$ cat config.mk
export PLATFORM = sky130hd
export DESIGN_NAME = uart_cmd_rx
export DESIGN_NICKNAME = d
export VERILOG_FILES = /design/src/rtl/uart_pkg.sv /design/src/rtl/sync_fifo.sv /design/src/rtl/uart_cmd_rx.sv
export SDC_FILE = /design/constraint.sdc
export NUM_CORES = 1
export LEC_CHECK = 0
export CORE_MARGIN = 1.5
export CORE_UTILIZATION = 55
export CTS_BUF_LIST = sky130_fd_sc_hd__clkbuf_4 sky130_fd_sc_hd__clkbuf_8
export CTS_CLUSTER_SIZE = 20
export DETAILED_ROUTE_END_ITERATION = 10
export DONT_BUFFER_PORTS = 1
export PLACE_DENSITY = 0.74
export SLEW_MARGIN = 20
export SYNTH_ARGS = -nofsm -noshare
export SYNTH_HDL_FRONTEND = slang
export SYNTH_SLANG_ARGS = --single-unit
$ cat constraint.sdc
create_clock -name i_clk -period 3.9 [get_ports i_clk]
set_clock_uncertainty 0.2 [all_clocks]
set_input_delay 0.78 -clock i_clk [delete_from_list [all_inputs] [get_ports i_clk]]
set_output_delay 0.78 -clock i_clk [all_outputs]
set_load 0.01 [all_outputs]
$ cat src/rtl/uart_pkg.sv
// Shared types and constants for the controller-link UART receiver.
package uart_pkg;

  typedef enum logic [1:0] {
    PAR_NONE,
    PAR_ODD,
    PAR_EVEN
  } parity_e;

  typedef enum logic [2:0] {
    ST_IDLE,
    ST_START,
    ST_DATA,
    ST_PARITY,
    ST_STOP,
    ST_BREAK
  } rx_state_e;

  // Defaults for the 108 MHz controller link
  localparam int unsigned CLK_HZ_DEF      = 108_000_000;
  localparam int unsigned BAUD_DEF        = 115_200;
  localparam int unsigned OVERSAMPLE_DEF  = 16;
  localparam int unsigned DATA_BITS_DEF   = 8;
  localparam int unsigned FIFO_DEPTH_DEF  = 4;
  localparam int unsigned TIMEOUT_CYC_DEF = 10_800_000;

  // Clocks per oversample tick, rounded to nearest
  function automatic int unsigned calc_div(input int unsigned clk_hz,
                                           input int unsigned baud,
                                           input int unsigned os);
    longint unsigned num;
    longint unsigned den;
    num = 64'(clk_hz);
    den = 64'(baud) * 64'(os);
    return 32'((num + den / 2) / den);
  endfunction

endpackage

$ cat src/rtl/sync_fifo.sv
// Small synchronous FIFO with first-word-fall-through read port.
module sync_fifo #(
  parameter int unsigned WIDTH = 8,
  parameter int unsigned DEPTH = 4
) (
  input  logic                     clk,
  input  logic                     rst,
  input  logic                     push,
  input  logic [WIDTH-1:0]         wr_data,
  input  logic                     pop,
  output logic [WIDTH-1:0]         rd_data,
  output logic                     full,
  output logic                     empty,
  output logic [$clog2(DEPTH):0]   count
);

  localparam int unsigned PTR_W = $clog2(DEPTH);
  localparam int unsigned CNT_W = PTR_W + 1;

  logic [WIDTH-1:0] mem [DEPTH];
  logic [PTR_W-1:0] wr_ptr;
  logic [PTR_W-1:0] rd_ptr;
  logic             do_push;
  logic             do_pop;

  assign empty   = (count == '0);
  assign full    = (count == CNT_W'(DEPTH));
  assign do_pop  = pop && !empty;
  // A pop on the same cycle frees the slot a full-FIFO push needs
  assign do_push = push && (!full || do_pop);
  assign rd_data = empty ? '0 : mem[rd_ptr];

  // Pointer and occupancy bookkeeping
  always_ff @(posedge clk) begin
    if (rst) begin
      wr_ptr <= '0;
      rd_ptr <= '0;
      count  <= '0;
    end else begin
      if (do_push) wr_ptr <= wr_ptr + 1'b1;
      if (do_pop)  rd_ptr <= rd_ptr + 1'b1;
      case ({do_push, do_pop})
        2'b10:   count <= count + 1'b1;
        2'b01:   count <= count - 1'b1;
        default: count <= count;
      endcase
    end
  end

  // Storage array, written on accepted pushes only
  always_ff @(posedge clk) begin
    if (do_push) mem[wr_ptr] <= wr_data;
  end

endmodule

$ cat src/rtl/uart_cmd_rx.sv
// Oversampled UART receive front-end with error flags, FIFO and link-loss detect.
module uart_cmd_rx
  import uart_pkg::*;
#(
  parameter int unsigned CLK_HZ      = CLK_HZ_DEF,
  parameter int unsigned BAUD        = BAUD_DEF,
  parameter int unsigned OVERSAMPLE  = OVERSAMPLE_DEF,
  parameter int unsigned DATA_BITS   = DATA_BITS_DEF,
  parameter parity_e     PARITY      = PAR_NONE,
  parameter int unsigned FIFO_DEPTH  = FIFO_DEPTH_DEF,
  parameter int unsigned TIMEOUT_CYC = TIMEOUT_CYC_DEF
) (
  input  logic                 i_clk,
  input  logic                 i_rst,
  input  logic                 i_rxd,
  input  logic                 i_rd_en,
  input  logic                 i_clr_err,
  output logic [DATA_BITS-1:0] o_data,
  output logic                 o_valid,
  output logic                 o_frame_err,
  output logic                 o_parity_err,
  output logic                 o_overflow,
  output logic                 o_link_lost,
  output logic                 o_busy
);

  localparam int unsigned DIV   = calc_div(CLK_HZ, BAUD, OVERSAMPLE);
  localparam int unsigned DIV_W = (DIV > 1) ? $clog2(DIV) : 1;
  localparam int unsigned OS_W  = $clog2(OVERSAMPLE);
  localparam int unsigned BIT_W = $clog2(DATA_BITS);
  localparam int unsigned TO_W  = $clog2(TIMEOUT_CYC + 1);
  localparam int unsigned CNT_W = $clog2(FIFO_DEPTH) + 1;

  localparam logic [DIV_W-1:0] DIV_LAST     = DIV_W'(DIV - 1);
  localparam logic [OS_W-1:0]  OS_HALF_LAST = OS_W'(OVERSAMPLE / 2 - 1);
  localparam logic [OS_W-1:0]  OS_LAST      = OS_W'(OVERSAMPLE - 1);
  localparam logic [BIT_W-1:0] BIT_LAST     = BIT_W'(DATA_BITS - 1);
  localparam logic [TO_W-1:0]  TO_MAX       = TO_W'(TIMEOUT_CYC);

  if (DIV < 2) begin : g_div_chk
    $error("uart_cmd_rx: clock divider below 2");
  end
  if ((OVERSAMPLE < 4) || (OVERSAMPLE % 2 != 0)) begin : g_os_chk
    $error("uart_cmd_rx: OVERSAMPLE must be even and >= 4");
  end
  if ((DATA_BITS < 5) || (DATA_BITS > 9)) begin : g_db_chk
    $error("uart_cmd_rx: DATA_BITS out of range");
  end

  rx_state_e            state;
  logic                 rx_meta;
  logic                 rx_s;
  logic                 rx_prev;
  logic                 rx_fall;
  logic                 start_det;
  logic [DIV_W-1:0]     div_cnt;
  logic                 tick;
  logic [TO_W-1:0]      idle_cnt;
  logic [OS_W-1:0]      os_cnt;
  logic [BIT_W-1:0]     bit_cnt;
  logic [DATA_BITS-1:0] shift;
  logic                 par_bit;
  logic                 par_ok;
  logic                 half_done;
  logic                 bit_done;
  logic                 stop_sample;
  logic                 push;
  logic                 fifo_pop;
  logic                 fifo_full;
  logic                 fifo_empty;
  logic [CNT_W-1:0]     fifo_level_unused;

  assign rx_fall     = rx_prev & ~rx_s;
  assign start_det   = (state == ST_IDLE) && rx_fall;
  assign tick        = (div_cnt == DIV_LAST);
  assign half_done   = tick && (os_cnt == OS_HALF_LAST);
  assign bit_done    = tick && (os_cnt == OS_LAST);
  assign stop_sample = (state == ST_STOP) && bit_done;
  // Push is combinational on the stop tick so the byte is visible the next cycle
  assign push        = stop_sample && rx_s && par_ok;
  assign fifo_pop    = i_rd_en && !fifo_empty;
  assign o_valid     = !fifo_empty;
  assign o_busy      = (state != ST_IDLE);
  assign o_link_lost = (idle_cnt == TO_MAX);

  // Parity check against the completed data word
  always_comb begin
    par_ok = 1'b1;
    if (PARITY == PAR_EVEN)     par_ok = (par_bit == ^shift);
    else if (PARITY == PAR_ODD) par_ok = (par_bit == ~^shift);
  end

  // Two-flop synchroniser plus edge-detect history, idle-high
  always_ff @(posedge i_clk) begin
    if (i_rst) begin
      rx_meta <= 1'b1;
      rx_s    <= 1'b1;
      rx_prev <= 1'b1;
    end else begin
      rx_meta <= i_rxd;
      rx_s    <= rx_meta;
      rx_prev <= rx_s;
    end
  end

  // Oversample tick divider, phase-aligned to each start edge
  always_ff @(posedge i_clk) begin
    if (i_rst || start_det || tick) div_cnt <= '0;
    else                            div_cnt <= div_cnt + 1'b1;
  end

  // Saturating idle counter for link-loss detection
  always_ff @(posedge i_clk) begin
    if (i_rst)                   idle_cnt <= TO_MAX;
    else if (start_det)          idle_cnt <= '0;
    else if (idle_cnt != TO_MAX) idle_cnt <= idle_cnt + 1'b1;
  end

  // Frame decode state machine
  always_ff @(posedge i_clk) begin
    if (i_rst) begin
      state   <= ST_IDLE;
      os_cnt  <= '0;
      bit_cnt <= '0;
      shift   <= '0;
      par_bit <= 1'b0;
    end else begin
      unique case (state)
        ST_IDLE: begin
          if (rx_fall) begin
            state  <= ST_START;
            os_cnt <= '0;
          end
        end
        ST_START: begin
          if (half_done) begin
            os_cnt  <= '0;
            bit_cnt <= '0;
            state   <= rx_s ? ST_IDLE : ST_DATA;
          end else if (tick) begin
            os_cnt <= os_cnt + 1'b1;
          end
        end
        ST_DATA: begin
          if (bit_done) begin
            os_cnt <= '0;
            shift  <= {rx_s, shift[DATA_BITS-1:1]};
            if (bit_cnt == BIT_LAST) state <= (PARITY == PAR_NONE) ? ST_STOP : ST_PARITY;
            else                     bit_cnt <= bit_cnt + 1'b1;
          end else if (tick) begin
            os_cnt <= os_cnt + 1'b1;
          end
        end
        ST_PARITY: begin
          if (bit_done) begin
            os_cnt  <= '0;
            par_bit <= rx_s;
            state   <= ST_STOP;
          end else if (tick) begin
            os_cnt <= os_cnt + 1'b1;
          end
        end
        ST_STOP: begin
          if (bit_done) begin
            os_cnt <= '0;
            state  <= rx_s ? ST_IDLE : ST_BREAK;
          end else if (tick) begin
            os_cnt <= os_cnt + 1'b1;
          end
        end
        ST_BREAK: begin
          if (rx_s) state <= ST_IDLE;
        end
        default: state <= ST_IDLE;
      endcase
    end
  end

  // Sticky error flags; a set event overrides a same-cycle clear
  always_ff @(posedge i_clk) begin
    if (i_rst) begin
      o_frame_err  <= 1'b0;
      o_parity_err <= 1'b0;
      o_overflow   <= 1'b0;
    end else begin
      if (i_clr_err) begin
        o_frame_err  <= 1'b0;
        o_parity_err <= 1'b0;
        o_overflow   <= 1'b0;
      end
      if (stop_sample && !rx_s)           o_frame_err  <= 1'b1;
      if (stop_sample && rx_s && !par_ok) o_parity_err <= 1'b1;
      if (push && fifo_full && !fifo_pop) o_overflow   <= 1'b1;
    end
  end

  sync_fifo #(
    .WIDTH (DATA_BITS),
    .DEPTH (FIFO_DEPTH)
  ) u_fifo (
    .clk     (i_clk),
    .rst     (i_rst),
    .push    (push),
    .wr_data (shift),
    .pop     (fifo_pop),
    .rd_data (o_data),
    .full    (fifo_full),
    .empty   (fifo_empty),
    .count   (fifo_level_unused)
  );

endmodule
# Word-level counts from Yosys, hierarchy flattened

Memories as Yosys holds them, arrays and structs flattened. A register that Yosys moved wholly into a read port is not among the register bits.
Index checks and enable logic that the tools add are counted.

Flip-flop bits (word level): 60
Memories: 1
Output and inout port bits: 14
RAM bits: 32
Latch bits: 0
ROM bits: 0

Memory list:

| name       | depth | bits a word | rd ports | clocked after Yosys merged registers in | wr ports | line            | RTL |
|---|---|---|---|---|---|---|---|
| u_fifo.mem | 4     | 8           | 1        | 1                                       | 1        | sync_fifo.sv:20 | `logic [WIDTH-1:0] mem [DEPTH];` |

Reductions and logical operators: 33
Multiply operators: 0
Div/mod/pow operators: 0
Muxes and demuxes: 30
Bitwise operators: 2
Shift operators: 0
Order comparisons: 0
Add/subtract/negate cells: 8
Equality and inequality tests: 22

Operators with widths:

| cell                    | count |
|---|---|
| $mux W24                | 2 |
| $mux W3                 | 11 |
| $add A24 B1 Y24 const B | 1 |
| $eq A24 B24 Y1 const B  | 1 |
| $ne A24 B24 Y1 const B  | 1 |
| $pmux W3 S6             | 1 |
| $mux W4                 | 4 |
| $ne A2 B2 Y1 const B    | 8 |
| $eq A3 B3 Y1 const B    | 4 |
| $pmux W3 S2             | 2 |
| $pmux W4 S3             | 1 |
| $logic_and A1 B1 Y1     | 11 |
| $reduce_bool A2 Y1      | 5 |
| $mux W8                 | 1 |
| $reduce_and A7 Y1       | 1 |
| $add A3 B1 Y3 const B   | 2 |
| $add A6 B1 Y6 const B   | 1 |
| $eq A3 B2 Y1 const B    | 2 |
| $eq A6 B6 Y1 const B    | 1 |
| $logic_not A3 Y1        | 2 |
| $mux W2                 | 3 |
| $reduce_bool A3 Y1      | 2 |
| $mux W1                 | 5 |
| $add A2 B1 Y2 const B   | 2 |
| 15 further kinds        | 21 |

# Logic depth before layout (Yosys ltp)

Gate-level depths: netlist (run 1).

Depth in word-level cells: 8
Depth in mapped cells: 12

# Modules after synthesis

Synthesis (run 1) repeated with hierarchy kept, for this count alone.

Cells, all modules: 395
Area, all modules: 4337.9 um2

By module, submodules not included:

| module      | times used | area an instance (um2) | cells each |
|---|---|---|---|
| uart_cmd_rx | 1          | 2558.7                 | 280 |
| sync_fifo   | 1          | 1779.2                 | 115 |

# Worst setup path after synthesis (run 1)

No wires, ideal clock.

Kind: in2reg
From: in i_rd_en
To: reg u_fifo.count[2]
Setup slack: 1005 ps
Data required time: 3629 ps
Stages on the path: 9
Arrival time: 2625 ps
Library setup time: 71 ps
Cells stage by stage: nor4b_1 > nor3_2 > inv_1 > ha_1 > inv_1 > fa_1 > xor2_1 > or3_1 > a21oi_1

Cells in the longest elaborated chain, start to end: 6
Elaborated cells on any way between the ends: 8
Classes of those cells: eq/ne: 2; mux: 1; reduce/logical: 5

Ends and longest elaborated chain:

| item                                                     | line              | RTL |
|---|---|---|
| start: declaration                                       | uart_cmd_rx.sv:16 | `input logic i_rd_en,` |
| $logic_and A1 B1 Y1 (*)                                  | uart_cmd_rx.sv:81 | `assign fifo_pop = i_rd_en && !fifo_empty;` |
| $logic_and A1 B1 Y1 (*)                                  | sync_fifo.sv:28   | `assign do_pop = pop && !empty;` |
| $logic_or A1 B1 Y1                                       | sync_fifo.sv:30   | `assign do_push = push && (!full \|\| do_pop);` |
| $logic_and A1 B1 Y1                                      | sync_fifo.sv:30   |  |
| $eq A2 B1 Y1 / $eq A2 B2 Y1 (equally long branches)      | sync_fifo.sv:42   | `case ({do_push, do_pop})` |
| $pmux W3 S2 / $reduce_bool A2 Y1 (equally long branches) | -                 |  |
| end signal: assignment                                   | sync_fifo.sv:43   | `2'b10: count <= count + 1'b1;` |
| end signal: assignment                                   | sync_fifo.sv:44   | `2'b01: count <= count - 1'b1;` |
| end signal: assignment                                   | sync_fifo.sv:45   | `default: count <= count;` |
| end: declaration                                         | sync_fifo.sv:14   | `output logic [$clog2(DEPTH):0] count` |

Every way passes the cells marked *; elsewhere a longest branch is shown, timed or not.
A chain may end at the register's enable or synchronous reset.

# Worst setup path in the final report (run 1)

From: reg idle_cnt[2]
To: out o_link_lost

Cells in the longest elaborated chain, start to end: 1

Ends and longest elaborated chain:

| item                     | line               | RTL |
|---|---|---|
| start: declaration       | uart_cmd_rx.sv:58  | `logic [TO_W-1:0] idle_cnt;` |
| start signal: assignment | uart_cmd_rx.sv:116 | `else if (idle_cnt != TO_MAX) idle_cnt <= idle_cnt + 1'b1;` |
| $eq A24 B24 Y1           | uart_cmd_rx.sv:84  | `assign o_link_lost = (idle_cnt == TO_MAX);` |
| end: declaration         | uart_cmd_rx.sv:23  | `output logic o_link_lost,` |

No other way between the ends.

==> flow_summary.json, run 1 <==
{
  "crit_path_start": "idle_cnt[2]",
  "detail_route.wl_per_cell_um": 15.09,
  "synthCells": 407,
  "num_antenna_cells": 0,
  "cts_hold_buf": 0,
  "hp-start": "rx_meta",
  "slew_viol_final": 0,
  "p_per_area_mw_per_mm2": 402.4,
  "ant_nets": 0,
  "hpwl_um": 5291,
  "first_global_vias": 2857,
  "grt_antenna_before_repair": 0,
  "regArea_mm2": 0.002202,
  "cp-end-kind": "output pin",
  "die_w_um": 91.80,
  "worst-slew-pin-transition_ns": 0.8179,
  "synth-edff-count": 32,
  "rr_startpoint": "os_cnt[0]",
  "post-route-util": 0.5965,
  "n_fill_cell": 675,
  "area_growth_pct": 5.742,
  "clockBufferDepth": 2,
  "drt-met1-wl_um": 3640,
  "post-route-period-util": 0.7958,
  "relSlewSlack": 0.4506,
  "power.leakage_nw": 1.567,
  "vias": 2945,
  "core-area_mm2": 0.007687,
  "maxCapViolCount": 0,
  "crit_type": "reg -> out",
  "rsz0062_at_grt": "no",
  "grt_max_degree": 34,
  "fin_crit_ns": 3.104,
  "yosys_warnings": 0,
  "async_reset_ff_frac": 0,
  "cp.required_ns": 2.92,
  "multi_input_area_mm2": 0.001999,
  "ctsHtreeMaxLevel": 3,
  "die_height_um": 91.80,
  "grt_pass1_wl_um": 13140,
  "avgSynthCellArea_um2": 10.66,
  "top_layer_used": "met4",
  "port_buffers": 0,
  "overflow": 0,
  "layout-drive-gt1-share": 0.09091,
  "setup_viol": 0,
  "peakVddDrop_uv": 212.7,
  "cts_made_buffers": 9,
  "synthFlopType": "dfxtp_1",
  "dr.first_iter.drc_count": 94,
  "critPathArrivalTime_ns": 2.12,
  "io_pins": 19,
  "gp_congestion": 0.8432,
  "max_freq_mhz": 322.2,
  "seq_area_frac_synth": 0.5078,
  "cp-start-kind": "flop",
  "run_status": "completed",
  "hold_class": "reg -> reg",
  "synthDistinctLibCells": 57,
  "post_cts_buffers": 0,
  "layout_common_cells": "62 x dfxtp_1, 40 x nor2_1, 32 x edfxtp_1, 20 x nand3_1, 18 x a21oi_1",
  "crit_fanout": 7,
  "hold_violations": 0,
  "die-area_mm2": 0.008426,
  "clk_latency_ns": 0.37,
  "yosys_register_bits": 94,
  "grt.total_usage": 0.1982,
  "clk_pin_slew_ns": 0.09,
  "wirelength_um": 7680,
  "drcViolationCount": 0,
  "vias_per_cell": 5.786,
  "start_util": 0.5641,
  "std_cell_rows": 32,
  "cts_tree": "yes",
  "mostFrequentLayoutCell": "dfxtp_1",
  "syn-cell-area_mm2": 0.004337,
  "cts_resized": 0,
  "cts_num_sinks": 94,
  "synth_nets": 425,
  "dr.pass1.iters": 4,
  "cts_root_buffer": "clkbuf_8",
  "nets": 420,
  "wl_met2_um": 3717,
  "finalSetupTns_ns": 0,
  "wl_met3_um": 197
}
-- cell families after synthesis --
family                   share of synthesized area
AND/OR/NAND/NOR                             0.2305
flip-flops                                  0.5078
AO/OA/AOI/OAI                              0.07444
buffers and inverters                      0.03116
XOR/XNOR                                   0.04443
multiplexers                               0.07155
adder cells (fa/ha/maj)                    0.03924
other                                    0.0008647
-- worst max-delay path, cell delays in order (launching register included) --
cell and delay (ns):
dfxtp_1 0.39, or4b_1 0.56, or4b_1 0.60, nor2_1 0.21
-- layout make-up --
class                   instances  area share
clock buffers                   9     0.02701
well taps                     102     0.02783
multi-input cells             279      0.4360
clock inverters                 7     0.01419
flip-flops and latches         94      0.4802
inverters                      18     0.01473
-- worst paths after layout --
path	endpoint	slack, ns	cells after the start
max	o_link_lost	0.80	3
max reg2reg	u_fifo.count[2]	0.87	11
min	rx_s	0.22	1
min reg2reg	rx_s	0.22	1
-- state kept, by name, summed over array words and instances (netlist names), named ones only --
signal / cells
u_fifo.count: 3
bit_cnt: 3
div_cnt: 6
idle_cnt: 24
state: 3
u_fifo.mem: 32
u_fifo.wr_ptr: 2
o_frame_err: 1
u_fifo.rd_ptr: 2
o_overflow: 1
rx_meta: 1
rx_s: 1
rx_prev: 1
shift: 8
os_cnt: 4
-- power by group --
| part | switching, mW | internal [mW] |
|---|---|---|
| Clock | 0.369 | 0.247 |
| Combinational | 0.0959 | 0.0666 |
| Sequential | 0.0386 | 1.03 |
-- synth_stat cells (6+ instances only) --
cell | n | area share
xor2_1 | 12 | 0.024
nor4_1 | 6 | 0.0087
xnor2_1 | 10 | 0.020
o21ai_0 | 8 | 0.0092
ha_1 | 12 | 0.035
or3_1 | 8 | 0.012
inv_1 | 17 | 0.015
and2_1 | 15 | 0.022
nor2_1 | 40 | 0.035
mux2i_1 | 13 | 0.030
or4b_1 | 6 | 0.014
a21oi_1 | 18 | 0.021
nand2b_1 | 9 | 0.013
nand2_1 | 16 | 0.014
mux4_2 | 8 | 0.042
nand4_1 | 10 | 0.014
nor3_1 | 7 | 0.0081
nand3_1 | 20 | 0.023
clkbuf_1 | 12 | 0.010
or2_2 | 6 | 0.0087
edfxtp_1 | 32 | 0.22
dfxtp_1 | 62 | 0.29
-- routing by layer --
layer  vias up  GRT usage
met2        40     0.3296
met4         0    0.07821
li1       1470          -
met3        11    0.04312
met1      1424     0.2524
met5         -          0
-- per-stage QoR --
step	std cells	power (mW)	area, um2	setup WS [ns]	hold slack (ns)
6_report	509	1.845	4586	0.7964	0.2170
5_1_grt	509	1.927	4586	0.5917	0.2423
4_1_cts	509	1.857	4586	0.7849	0.2188
3_5_place_dp	493	1.251	4397	0.8140	0.1964
3_3_place_gp	493	1.245	4397	0.9080	0.1965
2_1_floorplan	407	1.219	4337	1.005	0.1895
(Power assumes the default switching activity.)
==> inputs of run 2 (changes only) <==
--- a/config.mk
+++ b/config.mk
@@ -11,7 +11,7 @@
 export CTS_CLUSTER_SIZE = 20
 export DETAILED_ROUTE_END_ITERATION = 10
 export DONT_BUFFER_PORTS = 1
-export PLACE_DENSITY = 0.74
+export PLACE_DENSITY = 0.77
 export SLEW_MARGIN = 20
 export SYNTH_ARGS = -nofsm -noshare
 export SYNTH_HDL_FRONTEND = slang
==> constraint.sdc (replaced) <==
create_clock -name i_clk -period 2.6 [get_ports i_clk]
set_clock_uncertainty 0.2 [all_clocks]
set_input_delay 0.52 -clock i_clk [delete_from_list [all_inputs] [get_ports i_clk]]
set_output_delay 0.52 -clock i_clk [all_outputs]
set_load 0.01 [all_outputs]
==> run 2 against run 1 <==
The run now ends with setup timing left. Via count up 4.8%. Sequential share of layout area down 3.1 points. Wire length up 9.0%. First-iteration DRC count up 69%. Setup slack worse by 0.80 ns. Global-route usage up 1.0 points. Sequential power up 48%. Cell area up 7.7%. Register-to-register slack worse by 0.87 ns. Hold slack worse by 0.19 ns. Clock power up 70%. Critical path type unchanged.
==> flow_summary.json, run 2 (synthesis results as in run 1) <==
{
  "dr.first_iter.drc_count": 159,
  "rsz0062_at_grt": "yes",
  "total_power_mw": 2.957,
  "mostFrequentLayoutCell": "dfxtp_1",
  "grt_max_degree": 34,
  "io_pins": 19,
  "placed_area_mm2": 0.004621,
  "maxCapViolCount": 0,
  "detail_route.wl_per_cell_um": 15.54,
  "crit_family": "simple AND/OR/NAND/NOR gates",
  "cpPeakStageDelay_ns": 0.53,
  "layout-drive-gt1-share": 0.1968,
  "port_buffers": 0,
  "dr.pass1.iters": 4,
  "power.leakage_nw": 1.747,
  "first_global_vias": 3036,
  "cpMostUsedCell": "or4b_4",
  "num_antenna_cells": 0,
  "run_status": "finished, violations left",
  "stdcell_count": 539,
  "wl_met3_um": 315,
  "largest_reg_flops": 32,
  "cp-start-kind": "flop",
  "dp_cells": 518,
  "crit_fanout": 2,
  "cts_hold_buf": 0,
  "vias_per_cell": 5.725,
  "std_cell_rows": 32,
  "holdWs_ns": 0.02741,
  "worst-slew-pin-transition_ns": 0.6186,
  "overflow": 0,
  "regMostFlops": "u_fifo.mem",
  "violations": "setup timing",
  "final_area_mm2": 0.004937,
  "worst_path_max_delay_cell": "or4b_4",
  "cts_made_buffers": 9,
  "hold_class": "in -> reg",
  "layout_common_cells": "57 x dfxtp_1, 38 x nor2_1, 32 x edfxtp_1, 30 x buf_4, 20 x nand3_1",
  "gp_congestion": 0.8452,
  "slew_viol_final": 0,
  "fin_crit_ns": 2.606,
  "n_fill_cell": 627,
  "die_w_um": 91.80,
  "clk_latency_ns": 0.35,
  "cp-end-kind": "output pin",
  "reg_top3": "u_fifo.mem (32), idle_cnt (24), shift (8)",
  "path_cells": "or4b_4, or4b_4, nor2_4",
  "core-area_mm2": 0.007687,
  "peakVddDrop_uv": 310.4,
  "drcViolationCount": 0,
  "critPathArrivalTime_ns": 1.89,
  "finalSetupTns_ns": -0.008228,
  "hpwl_um": 6059,
  "die-area_mm2": 0.008426,
  "setup_viol": 2,
  "dp_slack_ns": -0.04804,
  "wirelength_um": 8375,
  "nets": 450,
  "top_layer_used": "met4",
  "post-route-period-util": 1.002,
  "ctsHtreeMaxLevel": 3,
  "fin_ws_ns": -0.005759,
  "vias": 3086,
  "hold_violations": 0,
  "worst-path-buf-inv": 0,
  "post-route-util": 0.6423,
  "cp.required_ns": 1.88,
  "p_per_area_mw_per_mm2": 598.9,
  "drt-met1-wl_um": 3635,
  "clockBufferDepth": 2,
  "area_growth_pct": 13.85,
  "ant_nets": 0,
  "start_util": 0.5641,
  "grt_antenna_before_repair": 0,
  "grt.total_usage": 0.2085,
  "cts_tree": "yes",
  "cts_num_sinks": 94,
  "crit_type": "reg -> out",
  "cts_root_buffer": "clkbuf_8",
  "die_height_um": 91.80,
  "grt_pass1_wl_um": 13860,
  "max_freq_mhz": 383.8,
  "clk_pin_slew_ns": 0.09,
  "relSlewSlack": 0.5844,
  "wl_met2_um": 4297
}
run 2: cell count changes in the layout (fill, tap and decap cells not counted), moves of 3 or more:
cell	previous run	this run
buf_4	0	30
dfxtp_1	62	57
dfxtp_4	0	4
ha_1	12	9
run 2: area by class of cell:
class / instances / area (um2) / area share
repair buffers: 30 / 225.2 / 0.04562
clock buffers: 11 / 138.9 / 0.02813
flip-flops and latches: 94 / 2218 / 0.4493
multi-input cells: 279 / 2077 / 0.4207
well taps: 102 / 127.6 / 0.02585
clock inverters: 5 / 82.58 / 0.01673
inverters: 18 / 67.56 / 0.01368
run 2: metal layers:
layer	GRT usage	vias to the layer above
met1	0.2492	1500
met3	0.03897	13
met4	0.07949	0
met2	0.3713	44
met5	0	-
li1	-	1529
run 2: worst register-to-register path, stage by stage (launching register included):
cell,delay [ns]
dfxtp_4,0.37
ha_4,0.13
nand4_1,0.12
or4_4,0.58
nor3_4,0.14
inv_1,0.06
ha_2,0.17
inv_2,0.05
fa_2,0.18
xor2_1,0.06
or3_1,0.33
a21oi_2,0.14
run 2: power breakdown:
part           internal [mW]  switching [mW]
Clock                  0.567           0.486
Sequential              1.54          0.0376
Combinational          0.143           0.183
Total                   2.25           0.707
run 2: what timing repair did:
action,in CTS,in global routing
gates resized for setup,14,4
cloned,0,0
pin swaps,7,4
setup buffers,5,0
setup endpoints to repair,3,3
run 2: worst paths after layout:
kind,start,end,slack [ns],depth (start not counted)
worst min register to register,rx_meta,rx_s,0.21,1
worst min-delay path,i_rst,bit_cnt[1],0.03,1
worst max-delay path,idle_cnt[3],o_link_lost,-0.006,3
worst max register to register,os_cnt[1],u_fifo.count[2],0,11
